<file path="src/rtl/scoreboard_pkg.sv">
`default_nettype none
// ============================================================================
// Module      : scoreboard_pkg
// Description : Shared constants for the hazard scoreboard (register file
//               geometry, forwarding source codes, result latencies).
// Revision    : 1.0 - initial release
// ============================================================================
package scoreboard_pkg;

    localparam int          NUM_REGS = 32;
    localparam int          REG_AW   = 5;

    localparam logic [1:0]  FWD_RF   = 2'd0;
    localparam logic [1:0]  FWD_EXE  = 2'd1;
    localparam logic [1:0]  FWD_MEM  = 2'd2;
    localparam logic [1:0]  FWD_WB   = 2'd3;

    localparam logic [1:0]  LAT_ALU  = 2'd1;
    localparam logic [1:0]  LAT_LOAD = 2'd2;

    // Anything other than an ALU latency is handled like a load.
    function automatic logic [1:0] norm_lat(input logic [1:0] lat);
        return (lat == LAT_ALU) ? LAT_ALU : LAT_LOAD;
    endfunction

endpackage : scoreboard_pkg
`default_nettype wire

</file>
<file path="src/rtl/sb_entry.sv">
`default_nettype none
// ============================================================================
// Module      : sb_entry
// Description : Scoreboard state for one architectural register: pending
//               flag, pipeline stage of the in-flight producer, and the stage
//               at which its result becomes forwardable.
// Revision    : 1.0 - initial release
// ============================================================================
module sb_entry
    import scoreboard_pkg::*;
(
    input  logic        clk,
    input  logic        rst,
    input  logic        set,
    input  logic [1:0]  lat,
    input  logic        retire,
    output logic        pending,
    output logic [1:0]  stage,
    output logic [1:0]  avail
);

    logic       r_pending;
    logic [1:0] r_stage;
    logic [1:0] r_avail;

    // A new producer takes priority over a retire of the previous one.
    always_ff @(posedge clk) begin
        if (rst) begin
            r_pending <= 1'b0;
            r_stage   <= 2'd0;
            r_avail   <= 2'd0;
        end else if (set) begin
            r_pending <= 1'b1;
            r_stage   <= 2'd1;
            r_avail   <= norm_lat(lat);
        end else begin
            if (retire) begin
                r_pending <= 1'b0;
            end
            if (r_pending && (r_stage != 2'd3)) begin
                r_stage <= r_stage + 2'd1;
            end
        end
    end

    assign pending = r_pending;
    assign stage   = r_stage;
    assign avail   = r_avail;

endmodule : sb_entry
`default_nettype wire

</file>
<file path="src/rtl/hazard_scoreboard.sv">
`default_nettype none
// ============================================================================
// Module      : hazard_scoreboard
// Description : In-order issue scoreboard: detects RAW/WAW hazards, stalls
//               decode and selects operand forwarding sources.
//               Optional stall counter enabled by HAZARD_SCOREBOARD_PERF_EN.
// Revision    : 1.0 - initial release
// ============================================================================
module hazard_scoreboard
    import scoreboard_pkg::*;
#(
    parameter int STALL_CNT_W = 16
) (
    input  logic                   clk,
    input  logic                   rst,
    input  logic                   issue_valid,
    output logic                   issue_ready,
    input  logic [REG_AW-1:0]      issue_src_a,
    input  logic [REG_AW-1:0]      issue_src_b,
    input  logic                   issue_use_a,
    input  logic                   issue_use_b,
    input  logic [REG_AW-1:0]      issue_dst,
    input  logic                   issue_wr,
    input  logic [1:0]             issue_lat,
    input  logic                   wb_valid,
    input  logic [REG_AW-1:0]      wb_add,
    output logic [1:0]             fwd_sel_a,
    output logic [1:0]             fwd_sel_b,
    output logic [STALL_CNT_W-1:0] stall_cycles
);

    logic             w_pending [NUM_REGS];
    logic [1:0]       w_stage   [NUM_REGS];
    logic [1:0]       w_avail   [NUM_REGS];

    logic             w_live_a;
    logic             w_live_b;
    logic             w_haz_a;
    logic             w_haz_b;
    logic             w_haz_waw;
    logic             w_accept;

    // Register 0 is hardwired and never tracked.
    assign w_pending[0] = 1'b0;
    assign w_stage[0]   = 2'd0;
    assign w_avail[0]   = 2'd0;

    generate
        for (genvar i = 1; i < NUM_REGS; i++) begin : g_entry
            sb_entry u_entry (
                .clk     (clk),
                .rst     (rst),
                .set     (w_accept && issue_wr && (issue_dst == REG_AW'(i))),
                .lat     (issue_lat),
                .retire  (wb_valid && (wb_add == REG_AW'(i))),
                .pending (w_pending[i]),
                .stage   (w_stage[i]),
                .avail   (w_avail[i])
            );
        end
    endgenerate

    // Hazards are evaluated on registered state only; a same-cycle
    // writeback does not unblock an issue.
    always_comb begin
        w_live_a  = issue_use_a && (issue_src_a != '0) && w_pending[issue_src_a];
        w_live_b  = issue_use_b && (issue_src_b != '0) && w_pending[issue_src_b];
        w_haz_a   = w_live_a && (w_stage[issue_src_a] < w_avail[issue_src_a]);
        w_haz_b   = w_live_b && (w_stage[issue_src_b] < w_avail[issue_src_b]);
        w_haz_waw = issue_wr && (issue_dst != '0) && w_pending[issue_dst];
        fwd_sel_a = w_live_a ? w_stage[issue_src_a] : FWD_RF;
        fwd_sel_b = w_live_b ? w_stage[issue_src_b] : FWD_RF;
    end

    assign issue_ready = !(issue_valid && (w_haz_a || w_haz_b || w_haz_waw));
    assign w_accept    = issue_valid && issue_ready;

`ifdef HAZARD_SCOREBOARD_PERF_EN
    logic [STALL_CNT_W-1:0] r_stall_cnt;

    always_ff @(posedge clk) begin
        if (rst) begin
            r_stall_cnt <= '0;
        end else if (issue_valid && !issue_ready && !(&r_stall_cnt)) begin
            r_stall_cnt <= r_stall_cnt + 1'b1;
        end
    end

    assign stall_cycles = r_stall_cnt;
`else
    assign stall_cycles = '0;
`endif

endmodule : hazard_scoreboard
`default_nettype wire

</file>
<file path="config.mk">
export PLATFORM = sky130hd
export DESIGN_NAME = hazard_scoreboard
export DESIGN_NICKNAME = d
export VERILOG_FILES = /design/src/rtl/scoreboard_pkg.sv /design/src/rtl/sb_entry.sv /design/src/rtl/hazard_scoreboard.sv
export SDC_FILE = /design/constraint.sdc
export NUM_CORES = 1
export LEC_CHECK = 0
export CORE_ASPECT_RATIO = 0.8
export CORE_UTILIZATION = 41
export CTS_BUF_LIST = sky130_fd_sc_hd__clkbuf_4 sky130_fd_sc_hd__clkbuf_8
export CTS_CLUSTER_SIZE = 30
export DETAILED_ROUTE_END_ITERATION = 6
export GPL_ROUTABILITY_DRIVEN = 0
export GPL_TIMING_DRIVEN = 0
export PLACE_DENSITY_LB_ADDON = 0.1
export SYNTH_ARGS = -nofsm -noshare
export SYNTH_HDL_FRONTEND = slang
export SYNTH_SLANG_ARGS = --single-unit
export TNS_END_PERCENT = 100
</file>
<file path="constraint.sdc">
create_clock -name clk -period 6.7 [get_ports clk]
set_input_delay 1.34 -clock clk [delete_from_list [all_inputs] [get_ports clk]]
set_output_delay 1.34 -clock clk [all_outputs]
set_load 0.01 [all_outputs]
</file>
==> results.cfg, run 1 <==
[run_status]
outcome = finished clean

[power_and_ir_drop]
pwr-share-clk = 0.383
power.internal_w = 0.001349
power_switching_w = 0.0005635
p_seq_frac = 0.488
p_sw_frac = 0.2946
p_comb_frac = 0.128
peakVddDrop_uv = 114.8
cellPowerDensity_nw_per_um2 = 171.9
power.leakage_nw = 4.386

[cells_and_area]
final.fill_count = 2240
fin_nets = 1038
area_delta_synth_final_pct = 12.20
num_antenna_cells = 0
final_cell_mix = 155 x dfxtp_1, 114 x mux2i_1, 78 x mux4_2
final_cell_count_no_fill = 1301
drive_above_1_share = 0.2032
layout_commonest_cell = dfxtp_1

[job]
cap_violations = 0

[detailed_routing]
remaining_drc_errors = 0
vias = 7991
dr.pass1.iters = 5
wl_per_cell_um = 26.98
ant_nets = 0
drt_iter0_drc = 934
drt_wl_total_um = 35100
vias_per_cell = 6.142

[sta]
timing.final.crit_share = 0.9858
fin_crit_ps = 6605
fmax_ghz = 0.1514
tns_ps = 0
maxSlewViolCount = 0
hold_viol_final = 0
relSlewSlack = 0.1566
rsz0062_at_grt = no
final-setup-viol-count = 0
fin_worst_skew_ps = 17.31
worstMarginPinSlew_ps = 1262

[die]
io-pin-count = 50
dieArea_um2 = 24820
rows = 50
fp.dieW_um = 175.9
start_util = 0.4205
core_area_um2 = 23590
die_h_um = 141.1

[synth]
synth_ff_type = dfxtp_1
synth_cell_types = 59
yosys_warnings = 0
ys_seq_area_frac = 0.3129
synth.area.top_cells = dfxtp_1 31%, mux4_2 18%, mux2i_1 12%, nand2b_1 4.4%, ha_1 4.2%
avgSynthCellArea_um2 = 10.80
synth-edff-count = 0
yosysTopAreaCellShare = 0.3129
synth_top_area_cell = dfxtp_1
syn_area_um2 = 9917
synth_seq_cells = 155
async_flop_share = 0
syn_inst = 918

[cts]
numCtsBuffers = 17
cts_tree = yes
clk_latency_ps = 500
cts.sinks = 155
h-tree-depth = 4
path_clk_slew_ps = 90
clk_path_buf_depth = 2
root_buffer = clkbuf_8

[setup_path]
endpoint_kind = output port
crit_required_ps = 5360
crit_path_start_kind = primary input
path_class = in2out
worstPathArrival_ps = 5260
path_max_fanout = 10

[grt]
grt_overflow = 0
grtUsageTotal = 0.2934
grt_max_degree = 20
grt_pass1_vias = 7714
grt_pass1_wl_um = 51670
antenna_found_initial = 0

[hold_path]
hold_path.class = reg2reg

[placement]
placed_cells = 1271
portBuffers = 25
place_hpwl_um = 26350
[synthesized netlist by cell type (all sizes together), types with 2 or more instances]
master and number:
nand4b 3, nor3b 4, a21o 3, and2 21
mux2 16, mux2i 114, a22o 4, xnor2 31
o21ai 34, a21oi 66, a311oi 15, nand4 14
mux4 78, a2111oi 3, nand3b 2, nand2 19
or2 2, buf 48, and2b 2, dfxtp 155
nor2b 49, and3 4, a211oi 5, a22oi 6
ha 33, nor3 3, a221oi 4, clkbuf 33
inv 5, nand3 31, nor2 29, nand2b 69
[metrics by stage]
step | setup WS, ps | util | area [um2] | hold WS [ps] | total power, W
after global placement | -1712 | 0.4500 | 10610 | 473.0 | 0.001192
after global routing | 0.1665 | 0.4718 | 11130 | 511.0 | 0.001977
after detailed placement | -1662 | 0.4507 | 10630 | 480.6 | 0.001192
final | 95.40 | 0.4718 | 11130 | 491.8 | 0.001913
after CTS | 5.441 | 0.4714 | 11120 | 496.6 | 0.001916
after floorplan | 405.2 | - | 9973 | 458.4 | 0.001101
[layer usage]
metal	vias to the layer above	GRT usage	part of all wire	wire length, um
met4	0	0.09245	0.022	759
li1	3521	-	-	-
met5	-	0	0	0
met1	4009	0.4195	0.45	15860
met2	397	0.4271	0.42	14870
met3	64	0.07821	0.10	3606
[what timing repair did]
item | in CTS | in global routing
setup buffers | 2 | 0
pin swaps | 2 | 0
gates resized for setup | 42 | 3
hold buffers | 0 | 0
setup endpoints to repair | 3 | 1
[kinds of logic (layout without fill, tap and decap cells)]
group	Yosys count	count (layout)	share of synthesized area
XOR/XNOR	31	31	0.02738
buffers and inverters	86	142	0.04756
flip-flops	155	155	0.3129
AND/OR/NAND/NOR	254	254	0.1645
other	1	16	0.0003781
AO/OA/AOI/OAI	150	150	0.09526
adder cells (fa/ha/maj)	33	33	0.04164
multiplexers	208	208	0.3104
[cell type report]
| cell class | count | area (um2) | area share |
|---|---|---|---|
| plain buffers | 77 | 519.2 | 0.04667 |
| clock buffers | 21 | 282.8 | 0.02541 |
| clock inverters | 11 | 111.4 | 0.01001 |
| inverters | 5 | 18.77 | 0.001687 |
| multi-input cells | 692 | 6425 | 0.5774 |
| flip-flops and latches | 155 | 3103 | 0.2789 |
| well taps | 312 | 390.4 | 0.03508 |
| repair buffers | 28 | 276.5 | 0.02485 |
[state kept, by name, summed over array words and instances (netlist names)]
register and count:
g_entry.u_entry.stage 62, g_entry.u_entry.pending 31, g_entry.u_entry.avail 62
[critical path, stage by stage]
cell             delay (ps)
clkbuf_4                180
buf_8                   170
buf_8                   180
mux4_2                  560
mux4_2                  550
mux2_2                  330
ha_1                    350
nand3_1                 120
nor4_4                  200
a2111oi_4                90
a211oi_4                220
buf_8                   140
buf_6                   150
nand2b_1                120
clkdlybuf4s50_1         530
[power by group through the flow]
stage | Sequential [W] | Clock [W] | Combinational [W]
after CTS | 0.000934 | 0.000742 | 0.000241
after detailed placement | 0.000955 | 0 | 0.000237
after global routing | 0.000935 | 0.000785 | 0.000257
final | 0.000934 | 0.000734 | 0.000246
after floorplan | 0.000952 | 0 | 0.000149
after global placement | 0.000955 | 0 | 0.000237
[final timing paths]
kind / from / end / slack, ps / cells after the start
min reg2reg: g_entry[30].u_entry.avail[1]$_SDFFE_PP0P_ / g_entry[30].u_entry.avail[1]$_SDFFE_PP0P_ / 490 / 2
min: g_entry[30].u_entry.avail[1]$_SDFFE_PP0P_ / g_entry[30].u_entry.avail[1]$_SDFFE_PP0P_ / 490 / 2
max reg2reg: g_entry[29].u_entry.stage[1]$_SDFFE_PP0P_ / g_entry[5].u_entry.stage[1]$_SDFFE_PP0P_ / 2770 / 11
max: issue_src_a[1] / issue_ready / 100 / 15
Note: power is estimated with default switching activity, not from simulation.
==> inputs of run 2 (changes only) <==
--- a/config.mk
+++ b/config.mk
@@ -6,12 +6,13 @@
 export NUM_CORES = 1
 export LEC_CHECK = 0
 export CORE_ASPECT_RATIO = 0.8
-export CORE_UTILIZATION = 41
+export CORE_UTILIZATION = 40
 export CTS_BUF_LIST = sky130_fd_sc_hd__clkbuf_4 sky130_fd_sc_hd__clkbuf_8
 export CTS_CLUSTER_SIZE = 30
 export DETAILED_ROUTE_END_ITERATION = 6
 export GPL_ROUTABILITY_DRIVEN = 0
 export GPL_TIMING_DRIVEN = 0
+export HOLD_SLACK_MARGIN = 0.08
 export PLACE_DENSITY_LB_ADDON = 0.1
 export SYNTH_ARGS = -nofsm -noshare
 export SYNTH_HDL_FRONTEND = slang
==> run 2 against run 1 <==
Final cell count grew 0.61%. Critical path depth is 2 lower. Count of clock-buffer cells in the layout shrank 4. Flip-flop and latch count is the same. Cell area up 0.26%. Die area is 2.5% higher. Clock power is 3.0% higher. Hold slack better by 2.1 ps. Fmax is 0.56% lower. Non-clock buffer count increased by 2. Via count rose by 0.26%. Critical endpoint unchanged.
==> results.cfg, run 2 (synthesis gave the netlist of run 1 again) <==
[die]
die_h_um = 142.8
rows = 51
dieArea_um2 = 25430
start_util = 0.4079
fp.dieW_um = 178.0
io-pin-count = 50
core_area_um2 = 24310

[cells_and_area]
final_cell_mix = 155 x dfxtp_1, 113 x mux2i_1, 78 x mux4_2
drive_above_1_share = 0.2059
multi_input_area_um2 = 6429
final.fill_count = 2336
final_util = 0.4589
fin_nets = 1040
layout_commonest_cell = dfxtp_1
area_delta_synth_final_pct = 12.49
num_antenna_cells = 0
ff_latch_area_um2 = 3103

[sta]
worstMarginPinSlew_ps = 1338
hold_viol_final = 0
fin_crit_ps = 6642
rsz0062_at_grt = no
maxSlewViolCount = 0
final-setup-viol-count = 0
tns_ps = 0
fmax_ghz = 0.1506
holdWs_ps = 493.9
timing.final.crit_share = 0.9913
relSlewSlack = 0.1063
fin_worst_skew_ps = 18.04

[power_and_ir_drop]
peakVddDrop_uv = 114.8
power.leakage_nw = 4.401
p_total_w = 0.001939
cellPowerDensity_nw_per_um2 = 173.8

[hold_path]
hold_path.class = reg2reg

[cts]
holdBufCountCts = 0
clk_path_buf_depth = 2
cts_tree = yes
numCtsBuffers = 17
h-tree-depth = 4
clk_latency_ps = 510
cts.sinks = 155
root_buffer = clkbuf_8
path_clk_slew_ps = 80

[setup_path]
crit_path_start_kind = primary input
endpoint_kind = output port
path_max_fanout = 19
worstPathArrival_ps = 5300
crit_required_ps = 5360
path_class = in2out

[grt]
grt_overflow = 0
grt_pass1_wl_um = 51890
antenna_found_initial = 0
grt_max_degree = 20
grtUsageTotal = 0.2934
grt_pass1_vias = 7714

[detailed_routing]
remaining_drc_errors = 0
wl_per_cell_um = 27.25
ant_nets = 0
vias = 8012
drt_wl_total_um = 35680
dr.pass1.iters = 5
vias_per_cell = 6.121
drt_iter0_drc = 913

[placement]
place_hpwl_um = 26480
portBuffers = 25

[job]
cap_violations = 0

[run_status]
outcome = finished clean
[run 2: through the flow]
step / cell area [um2] / std cells / setup slack, ps
3_3_place_gp: 10620 / 1276 / -1657
3_5_place_dp: 10640 / 1277 / -1671
6_report: 11160 / 1309 / 58.07
5_1_grt: 11160 / 1309 / 21.81
2_1_floorplan: 9973 / 933 / 405.2
4_1_cts: 11120 / 1310 / 7.969
[run 2: final cells by class]
cell class	count	share of cell area
Buffer	77	0.04621
Clock buffer	17	0.02097
Clock inverter	15	0.01458
Inverter	5	0.001682
Multi-Input combinational cell	692	0.5763
Sequential cell	155	0.2782
Tap cell	318	0.03567
Timing Repair Buffer	30	0.02647
[run 2: worst paths after layout]
kind	from	end	slack [ps]	cells past startpoint
min reg2reg	g_entry[27].u_entry.avail[1]$_SDFFE_PP0P_	g_entry[27].u_entry.avail[1]$_SDFFE_PP0P_	490	2
max reg2reg	g_entry[29].u_entry.stage[1]$_SDFFE_PP0P_	g_entry[5].u_entry.stage[1]$_SDFFE_PP0P_	2760	11
min	g_entry[27].u_entry.avail[1]$_SDFFE_PP0P_	g_entry[27].u_entry.avail[1]$_SDFFE_PP0P_	490	2
max	issue_src_a[2]	issue_ready	60	13
[run 2: what timing repair did]
action | in CTS | in global routing
buffers inserted | 4 | 0
hold endpoints to repair | 0 | 0
resized for setup | 36 | 9
setup endpoints to repair | 3 | 1
pin swaps | 2 | 0
[run 2: report_power, final]
part	total (W)	switching [W]	internal, W
registers	0.000934	0.00000759	0.000926
clock network	0.000756	0.000419	0.000337
logic	0.000249	0.000156	0.0000924
[run 2: worst max-delay path, cell delays in order]
cell	delay [ps]
clkdlybuf4s50_1	810
clkbuf_4	480
mux4_2	400
mux2_2	330
ha_1	350
nand3_1	130
nor4_4	200
a2111oi_4	90
a211oi_4	210
buf_8	140
buf_6	170
nand2b_1	120
clkdlybuf4s50_1	530
[run 2: per-layer routing]
layer,up-vias,global-route usage,wire length (um)
met4,0,0.09807,968
li1,3530,-,-
met2,415,0.4292,15100
met3,58,0.08573,3711
met1,4009,0.4103,15890
met5,-,0,0
